**src/rtl/mem_stage_sram_ctrl.sv**
```systemverilog
// Memory-stage controller: splits each 32-bit load/store into two half-word
// accesses on a 16-bit asynchronous SRAM and freezes the pipeline meanwhile.
module mem_stage_sram_ctrl #(
  parameter int          WAIT_CYCLES = 2,
  parameter logic [31:0] DATA_BASE   = 32'd1024
) (
  input  logic        clk,
  input  logic        rst,
  input  logic        MEM_R_En,
  input  logic        MEM_W_En,
  input  logic [31:0] ALU_result,
  input  logic [31:0] readdata,
  output logic [31:0] mem_read_data,
  output logic        freeze,
  output logic [17:0] SRAM_ADDR,
  output logic [15:0] SRAM_DQ_out,
  input  logic [15:0] SRAM_DQ_in,
  output logic        SRAM_DQ_oe,
  output logic        SRAM_WE_N,
  output logic        SRAM_OE_N
);

  typedef enum logic [2:0] {IDLE, RD_LO, RD_HI, WR_LO, WR_HI, DONE} state_t;

  localparam logic [3:0] LAST = 4'(WAIT_CYCLES - 1);

  state_t      state, state_nxt;
  logic [3:0]  cnt;
  logic [16:0] addr_q;
  logic [31:0] wdata_q;
  logic [31:0] eff;
  logic        last;
  logic        unused_bits;

  // Word index inside data memory; byte offset bits are deliberately dropped.
  assign eff         = ALU_result - DATA_BASE;
  assign last        = (cnt == LAST);
  assign unused_bits = ^{eff[31:19], eff[1:0]};

  // Next state: write wins over read; DONE ignores enables so the finished
  // instruction is not reissued while the pipeline advances.
  always_comb begin
    state_nxt = state;
    case (state)
      IDLE:    if (MEM_W_En) state_nxt = WR_LO;
               else if (MEM_R_En) state_nxt = RD_LO;
      RD_LO:   if (last) state_nxt = RD_HI;
      RD_HI:   if (last) state_nxt = DONE;
      WR_LO:   if (last) state_nxt = WR_HI;
      WR_HI:   if (last) state_nxt = DONE;
      DONE:    state_nxt = IDLE;
      default: state_nxt = IDLE;
    endcase
  end

  // SRAM strobes and freeze; WE rises on the last cycle of a write half so
  // address and data stay valid across the rising edge.
  always_comb begin
    freeze      = 1'b0;
    SRAM_OE_N   = 1'b1;
    SRAM_WE_N   = 1'b1;
    SRAM_DQ_oe  = 1'b0;
    SRAM_DQ_out = 16'h0;
    SRAM_ADDR   = {addr_q, 1'b0};
    case (state)
      IDLE:  freeze = MEM_R_En | MEM_W_En;
      RD_LO: begin
        freeze    = 1'b1;
        SRAM_OE_N = 1'b0;
      end
      RD_HI: begin
        freeze    = 1'b1;
        SRAM_OE_N = 1'b0;
        SRAM_ADDR = {addr_q, 1'b1};
      end
      WR_LO: begin
        freeze      = 1'b1;
        SRAM_DQ_oe  = 1'b1;
        SRAM_DQ_out = wdata_q[15:0];
        SRAM_WE_N   = last;
      end
      WR_HI: begin
        freeze      = 1'b1;
        SRAM_DQ_oe  = 1'b1;
        SRAM_DQ_out = wdata_q[31:16];
        SRAM_WE_N   = last;
        SRAM_ADDR   = {addr_q, 1'b1};
      end
      default: ;
    endcase
  end

  // State, wait counter, request latches and load-word assembly.
  always_ff @(posedge clk) begin
    if (rst) begin
      state         <= IDLE;
      cnt           <= 4'd0;
      addr_q        <= 17'd0;
      wdata_q       <= 32'd0;
      mem_read_data <= 32'd0;
    end else begin
      state <= state_nxt;
      if (state_nxt != state || state == IDLE || state == DONE)
        cnt <= 4'd0;
      else
        cnt <= cnt + 4'd1;
      if (state == IDLE && (MEM_W_En || MEM_R_En))
        addr_q <= eff[18:2];
      if (state == IDLE && MEM_W_En)
        wdata_q <= readdata;
      if (state == RD_LO && last)
        mem_read_data[15:0] <= SRAM_DQ_in;
      if (state == RD_HI && last)
        mem_read_data[31:16] <= SRAM_DQ_in;
    end
  end

endmodule

```
**config.mk**
```make
export PLATFORM = sky130hd
export DESIGN_NAME = mem_stage_sram_ctrl
export DESIGN_NICKNAME = d
export VERILOG_FILES = /design/src/rtl/mem_stage_sram_ctrl.sv
export SDC_FILE = /design/constraint.sdc
export NUM_CORES = 1
export LEC_CHECK = 0
export ABC_AREA = 1
export BUFFER_PORTS_ARGS = -buffer_cell sky130_fd_sc_hd__buf_2
export CAP_MARGIN = 20
export CORE_AREA = 2 2 67 116
export CTS_BUF_LIST = sky130_fd_sc_hd__clkbuf_4 sky130_fd_sc_hd__clkbuf_8
export CTS_CLUSTER_SIZE = 20
export DETAILED_ROUTE_END_ITERATION = 16
export DIE_AREA = 0 0 69 118
export HOLD_SLACK_MARGIN = 0.03
export PLACE_DENSITY = 0.81
export SLEW_MARGIN = 10
export SYNTH_ARGS = -nofsm -noshare
export SYNTH_HDL_FRONTEND = slang
export SYNTH_SLANG_ARGS = --single-unit
```
**constraint.sdc**
```tcl
create_clock -name clk -period 3.28 [get_ports clk]
set_input_delay 0.164 -clock clk [delete_from_list [all_inputs] [get_ports clk]]
set_output_delay 0.164 -clock clk [all_outputs]
set_load 0.01 [all_outputs]
```
==> results.txt, run 1 <==
run status = finished, final reports clean
Final ANT Viol Nets = 0
Seq/Total Area, Yosys = 0.502
Critical Path AT = 1.96 ns
TNS Setup = 0 ns
placer congestion estimate = 0.765
Post-Syn Area = 3510 sq um
setup bufs post-CTS = 0
P per Cell Area = 560 nW/um^2
port buffer count = 138
Worst setup EP type = primary output
post-synth cell types = 26
worst-path fanout max = 25
top cell type by total area after synthesis = dfxtp_1
synthesis-stage register bit count = 88
Placed Area = 4180 sq um
Period Utilization, post-route = 0.649
Tmin final = 2.13 ns
die width = 69 um
vias in the first global route = 3506
post-synth top area share = 0.502
reg2reg setup slack = 1.48 ns
Rows = 41
diode count = 0
kind of critical path = flop to primary output
Hold Fails Final Rpt = 0
Max-slew headroom = 0.637
number of synthesized flops with an enable pin = 0
Syn Inst Count = 457
clk root buf = clkbuf_8
Detailed Route WL = 9.08 mm
IO Count = 154
share of flip-flops with an asynchronous set or reset = 0
die height = 118 um
Clock transition at path regs = 0.08 ns
clk buf depth = 2
Via density = 5.09
clock skew = 0.00866 ns
top post-synthesis cells by count = 100 x nor2_1, 88 x dfxtp_1, 79 x o21ai_0
Leakage = 2.21 nW
via count = 3469
Crit. Startpoint = state[0]
RSZ-0062 raised after global routing = false
synth warn = 0
total grt overflow = 0
Slew @ Worst Pin = 0.544 ns
Req. time, crit path = 3.12 ns
Iter 0 DRT Violations = 163
DIE AREA = 8140 sq um
Achievable Freq = 470 MHz
layout cells sized above 1 = 0.285
Post-route DRC = 0
dpl hpwl = 6.29 mm
Syn-to-layout area delta = 26.8%
worst hold start = SRAM_DQ_in[13]
Final Setup Violations = 0
Slew Viols, Final = 0
top cells by area, synth = dfxtp_1 50%, o21ai_0 11%, nor2_1 11%
TritonCTS Buffers = 9
Initial Utilization = 0.489
most common cell in the netlist = nor2_1
Worst VDD drop = 0.000377 V
initial antenna violation count = 0
PostCTS Resize Cnt = 0
clk sinks = 88
max-cap violations = 0
CP Launch Type = flop
post-synth net total = 544
type of the worst min-delay path = input port to flop
global-route wire length before repair = 15.3 mm
largest net degree at the start of global routing = 82
syn avg cell area = 7.69 sq um
Primary FF master, synth = dfxtp_1
core footprint = 7180 sq um
Final Cell Area = 4450 sq um
number of detailed-route iterations in the first pass = 4
WL/cell = 13.3 um
Clk Latency, worst-skew pair = 0.36 ns
fillcell total = 670
worst r2r src = state[0]
fin nets = 679
CTS tree = built
H-tree Lvls = 3
total track usage = 0.228
==> per-stage QoR <==
step	hold WS, ns	util	setup WS [ns]	instances	total power, mW
3_3_place_gp	0.358	0.582	1.55	658	1.81
5_1_grt	0.0414	0.620	0.964	682	2.65
6_report	0.0517	0.620	1.15	682	2.49
4_1_cts	0.0308	0.617	1.11	681	2.52
2_1_floorplan	0.233	-	1.97	457	1.65
3_5_place_dp	0.376	0.582	1.48	658	1.83
==> cells in the final DEF (no fill, tap or decap) <==
| cell | n |
|---|---|
| a21o_1 | 1 |
| a21oi_1 | 38 |
| a31oi_1 | 1 |
| buf_12 | 1 |
| buf_2 | 138 |
| buf_4 | 1 |
| clkbuf_4 | 1 |
| clkbuf_8 | 11 |
| clkinv_2 | 2 |
| clkinvlp_4 | 1 |
| dfxtp_1 | 88 |
| dlygate4sd3_1 | 8 |
| ha_1 | 3 |
| inv_1 | 48 |
| inv_2 | 6 |
| nand2_1 | 23 |
| nand2_2 | 3 |
| nand3_1 | 11 |
| nand3_2 | 1 |
| nand4_1 | 1 |
| nor2_1 | 100 |
| nor2_2 | 2 |
| nor2_4 | 3 |
| nor3_1 | 1 |
| o211ai_1 | 1 |
| o21a_1 | 2 |
| o21ai_0 | 79 |
| o22ai_1 | 16 |
| xnor2_1 | 4 |
| xor2_1 | 1 |
==> final timing paths <==
path	endpoint	cells past startpoint
max	freeze	6
max reg2reg	cnt[3]	7
min	mem_read_data[13]	3
min reg2reg	wdata_q[19]	2
==> report_power, final <==
| group | switching (mW) | internal [mW] |
|---|---|---|
| logic | 0.357 | 0.205 |
| registers | 0.0536 | 1.20 |
| clock network | 0.361 | 0.319 |
| total | 0.771 | 1.72 |
==> per-layer routing <==
| metal | GRT usage | share of wire | wire length, um | vias to the layer above |
|---|---|---|---|---|
| li1 | - | - | - | 1747 |
| met5 | 0 | 0 | 0 | - |
| met3 | 0.0505 | 0.064 | 579 | 16 |
| met2 | 0.409 | 0.51 | 4660 | 121 |
| met1 | 0.248 | 0.40 | 3640 | 1585 |
| met4 | 0.110 | 0.021 | 193 | 0 |
==> critical path, stage by stage (launching register included) <==
cell     delay [ns]
dfxtp_1        0.37
nor2_1         0.20
nand2_2        0.11
nor2_4         0.44
inv_2          0.25
nand2_1        0.10
buf_2          0.13
==> final cells by class <==
cell class / instances / area, sq um / area share
clock buffers: 12 / 159 / 0.0357
flip-flops and latches: 88 / 1760 / 0.396
inverters: 54 / 203 / 0.0455
clock inverters: 3 / 17.5 / 0.00393
multi-input cells: 291 / 1410 / 0.316
repair buffers: 148 / 798 / 0.179
well taps: 86 / 108 / 0.0242
==> repair_timing <==
item                                   CTS  global route
hold buffers                             8             0
setup endpoints to repair                0             0
endpoints found under the hold margin   10             0
==> state kept, by name, indices dropped and copies added (netlist names) <==
| register | cells |
|---|---|
| mem_read_data | 32 |
| wdata_q | 32 |
| addr_q | 17 |
| cnt | 4 |
| state | 3 |
==> kinds of logic (layout without fill, tap and decap cells) <==
kind of cell             after synthesis  count (layout)  share of synthesized area
adder cells (fa/ha/maj)                3               3                     0.0107
buffers and inverters                 78             217                     0.0980
AND/OR/NAND/NOR                      145             145                      0.172
flip-flops                            88              88                      0.502
AO/OA/AOI/OAI                        138             138                      0.206
XOR/XNOR                               5               5                     0.0125
Note: power is estimated with default switching activity, not from simulation.
==> run 2, diff against run 1 <==
--- a/config.mk
+++ b/config.mk
@@ -8,13 +8,13 @@
 export ABC_AREA = 1
 export BUFFER_PORTS_ARGS = -buffer_cell sky130_fd_sc_hd__buf_2
 export CAP_MARGIN = 20
-export CORE_AREA = 2 2 67 116
+export CORE_AREA = 2 2 71 124
 export CTS_BUF_LIST = sky130_fd_sc_hd__clkbuf_4 sky130_fd_sc_hd__clkbuf_8
 export CTS_CLUSTER_SIZE = 20
 export DETAILED_ROUTE_END_ITERATION = 16
-export DIE_AREA = 0 0 69 118
+export DIE_AREA = 0 0 73 126
 export HOLD_SLACK_MARGIN = 0.03
-export PLACE_DENSITY = 0.81
+export PLACE_DENSITY = 0.75
 export SLEW_MARGIN = 10
 export SYNTH_ARGS = -nofsm -noshare
 export SYNTH_HDL_FRONTEND = slang
==> constraint.sdc (replaced) <==
create_clock -name clk -period 1.8 [get_ports clk]
set_input_delay 0.09 -clock clk [delete_from_list [all_inputs] [get_ports clk]]
set_output_delay 0.09 -clock clk [all_outputs]
set_load 0.01 [all_outputs]
==> run 2 against run 1 <==
Against the previous run:
- global-route usage down 1.6 points
- sequential power up 83%
- final cell count up 7.8%
- via count up 6.1%
- total power up 91%
- clock-buffer cell count down 3
- flip-flop and latch count unchanged
==> results.txt, run 2 (synthesis results as in run 1) <==
Via density = 5.01 (-1.6%)
clk root buf = clkbuf_8
total grt overflow = 0 (unchanged)
Clock transition at path regs = 0.09 ns (about the same)
die height = 126 um (+6.8%)
Req. time, crit path = 1.71 ns (-1.41 ns)
largest net degree at the start of global routing = 66 (-20%)
run status = finished, final reports clean
Placed Area = 4270 sq um (+2.3%)
Final Cell Area = 4960 sq um (+11%)
H-tree Lvls = 3 (unchanged)
initial antenna violation count = 0 (unchanged)
most frequent cells in the layout = 138 x buf_2, 98 x nor2_1, 88 x dfxtp_1
Worst VDD drop = 0.000616 V (+63%)
Clk Latency, worst-skew pair = 0.35 ns (about the same)
Tmin final = 1.70 ns
via count = 3680 (+6.1%)
most common cell after layout, fill and taps aside = buf_2
Post-route DRC = 0 (unchanged)
layout cells sized above 1 = 0.283 (-0.00219)
Period Utilization, post-route = 0.943
Comb power frac = 0.239 (+0.014)
CP Launch Type = flop
type of the worst min-delay path = input port to flop
Leakage = 2.42 nW (+9.8%)
vias in the first global route = 3514 (+0.23%)
worst-path fanout max = 17 (-32%)
kind of critical path = flop to primary output
RSZ-0062 raised after global routing = false
WL/cell = 13.3 um (+0.32%)
Critical Path AT = 1.61 ns (-0.35 ns)
port buffer count = 138 (unchanged)
CTS tree = built
Internal = 3.29 mW (+91%)
Achievable Freq = 589 MHz
TNS Setup = 0 ns (unchanged)
die width = 73 um (+5.8%)
number of detailed-route iterations in the first pass = 5 (+1)
Rows = 44 (+7.3%)
pre-CTS WS = 0.278 ns (-1.20 ns)
fin nets = 725 (+6.8%)
Syn-to-layout area delta = 41.1%
clock share of power = 0.282 (+0.010)
reg2reg setup slack = 0.31 ns (-1.17 ns)
P per Cell Area = 962 nW/um^2 (+72%)
post-route setup slack = 0.103 ns (-1.05 ns)
core footprint = 8200 sq um (+14%)
total track usage = 0.212 (-0.0155)
clk buf depth = 2 (unchanged)
Iter 0 DRT Violations = 137 (-16%)
Detailed Route WL = 9.81 mm (+8.1%)
final core utilization = 0.604 (-0.0157)
fillcell total = 709 (+5.8%)
clock skew = 0.0106 ns (+0.00190 ns)
Slew Viols, Final = 0 (unchanged)
Slew @ Worst Pin = 0.520 ns (-0.0235 ns)
Initial Utilization = 0.428 (-0.0609)
Hold Fails Final Rpt = 0 (unchanged)
part of the power in registers = 0.479 (-0.024)
Net Sw Frac = 0.311 (+0.00165)
IO Count = 154 (unchanged)
DIE AREA = 9200 sq um (+13%)
global-route wire length before repair = 15.4 mm (+0.63%)
Max-slew headroom = 0.653 (+0.0160)
clk sinks = 88 (unchanged)
biggest regs = mem_read_data x32, wdata_q x32, addr_q x17
diode count = 0 (unchanged)
Sw Pwr = 1.48 mW (+92%)
TritonCTS Buffers = 9 (unchanged)
dpl hpwl = 6.49 mm (+3.2%)
Final Setup Violations = 0 (unchanged)
placer congestion estimate = 0.744 (-2.8%)
max-cap violations = 0 (unchanged)
Final ANT Viol Nets = 0 (unchanged)
Worst setup EP type = primary output
[run 2: cell count changes in the layout (fill, tap and decap cells not counted), sizes merged]
| cell | previous run | this run |
|---|---|---|
| bufinv | 0 | 1 |
| clkbuf | 12 | 9 |
| dlygate4sd3 | 8 | 47 |
| buf | 140 | 147 |
| clkinv | 2 | 4 |
| clkinvlp | 1 | 2 |
[run 2: layout make-up]
class | count | area (sq um) | share of cell area
Clock inverter | 7 | 72.6 | 0.0146
Timing Repair Buffer | 194 | 1250 | 0.253
Tap cell | 92 | 115 | 0.0232
Multi-Input combinational cell | 291 | 1430 | 0.287
Inverter | 54 | 205 | 0.0414
Clock buffer | 9 | 124 | 0.0250
Sequential cell | 88 | 1760 | 0.355
[run 2: worst paths after layout]
| kind | startpoint | to | cells past startpoint |
|---|---|---|---|
| hold reg to reg | wdata_q[30] | wdata_q[30] | 2 |
| hold / removal | readdata[8] | wdata_q[8] | 3 |
| setup reg to reg | cnt[0] | mem_read_data[23] | 6 |
| setup / recovery | state[0] | SRAM_DQ_out[9] | 5 |
[run 2: per-layer routing]
metal	GRT usage	vias to the layer above	wire, um
met5	0	-	0
met3	0.0360	26	532
met2	0.383	138	5070
met1	0.220	1675	3880
li1	-	1841	-
met4	0.125	0	328
[run 2: through the flow]
stage	total power [mW]	hold WS (ns)	cells
detailed placement	3.37	0.301	672
CTS	4.81	0.0302	735
global route	5.05	0.0553	735
floorplan	3.01	0.159	457
global placement	3.34	0.299	672
finish	4.77	0.0479	735
[run 2: critical path, cell delays in order (launching register included)]
cell,delay (ns)
dfxtp_1,0.37
nor2_2,0.19
nand2_4,0.19
buf_4,0.19
o22ai_1,0.16
buf_2,0.16
[run 2: power by group through the flow]
stage | registers [mW] | clock network [mW] | logic, mW
6_report | 2.29 | 1.34 | 1.14
5_1_grt | 2.31 | 1.47 | 1.28
4_1_cts | 2.29 | 1.39 | 1.13
3_5_place_dp | 2.33 | 0 | 1.05
3_3_place_gp | 2.31 | 0 | 1.02
2_1_floorplan | 2.37 | 0 | 0.647
[run 2: timing repair]
action / 4_1_cts / 5_1_grt
resized for setup: 2 / 3
endpoints found under the hold margin: 65 / 0
gates cloned: 0 / 0
endpoints found under the setup margin: 4 / 15
setup buffers: 0 / 0
hold buffers: 47 / 0
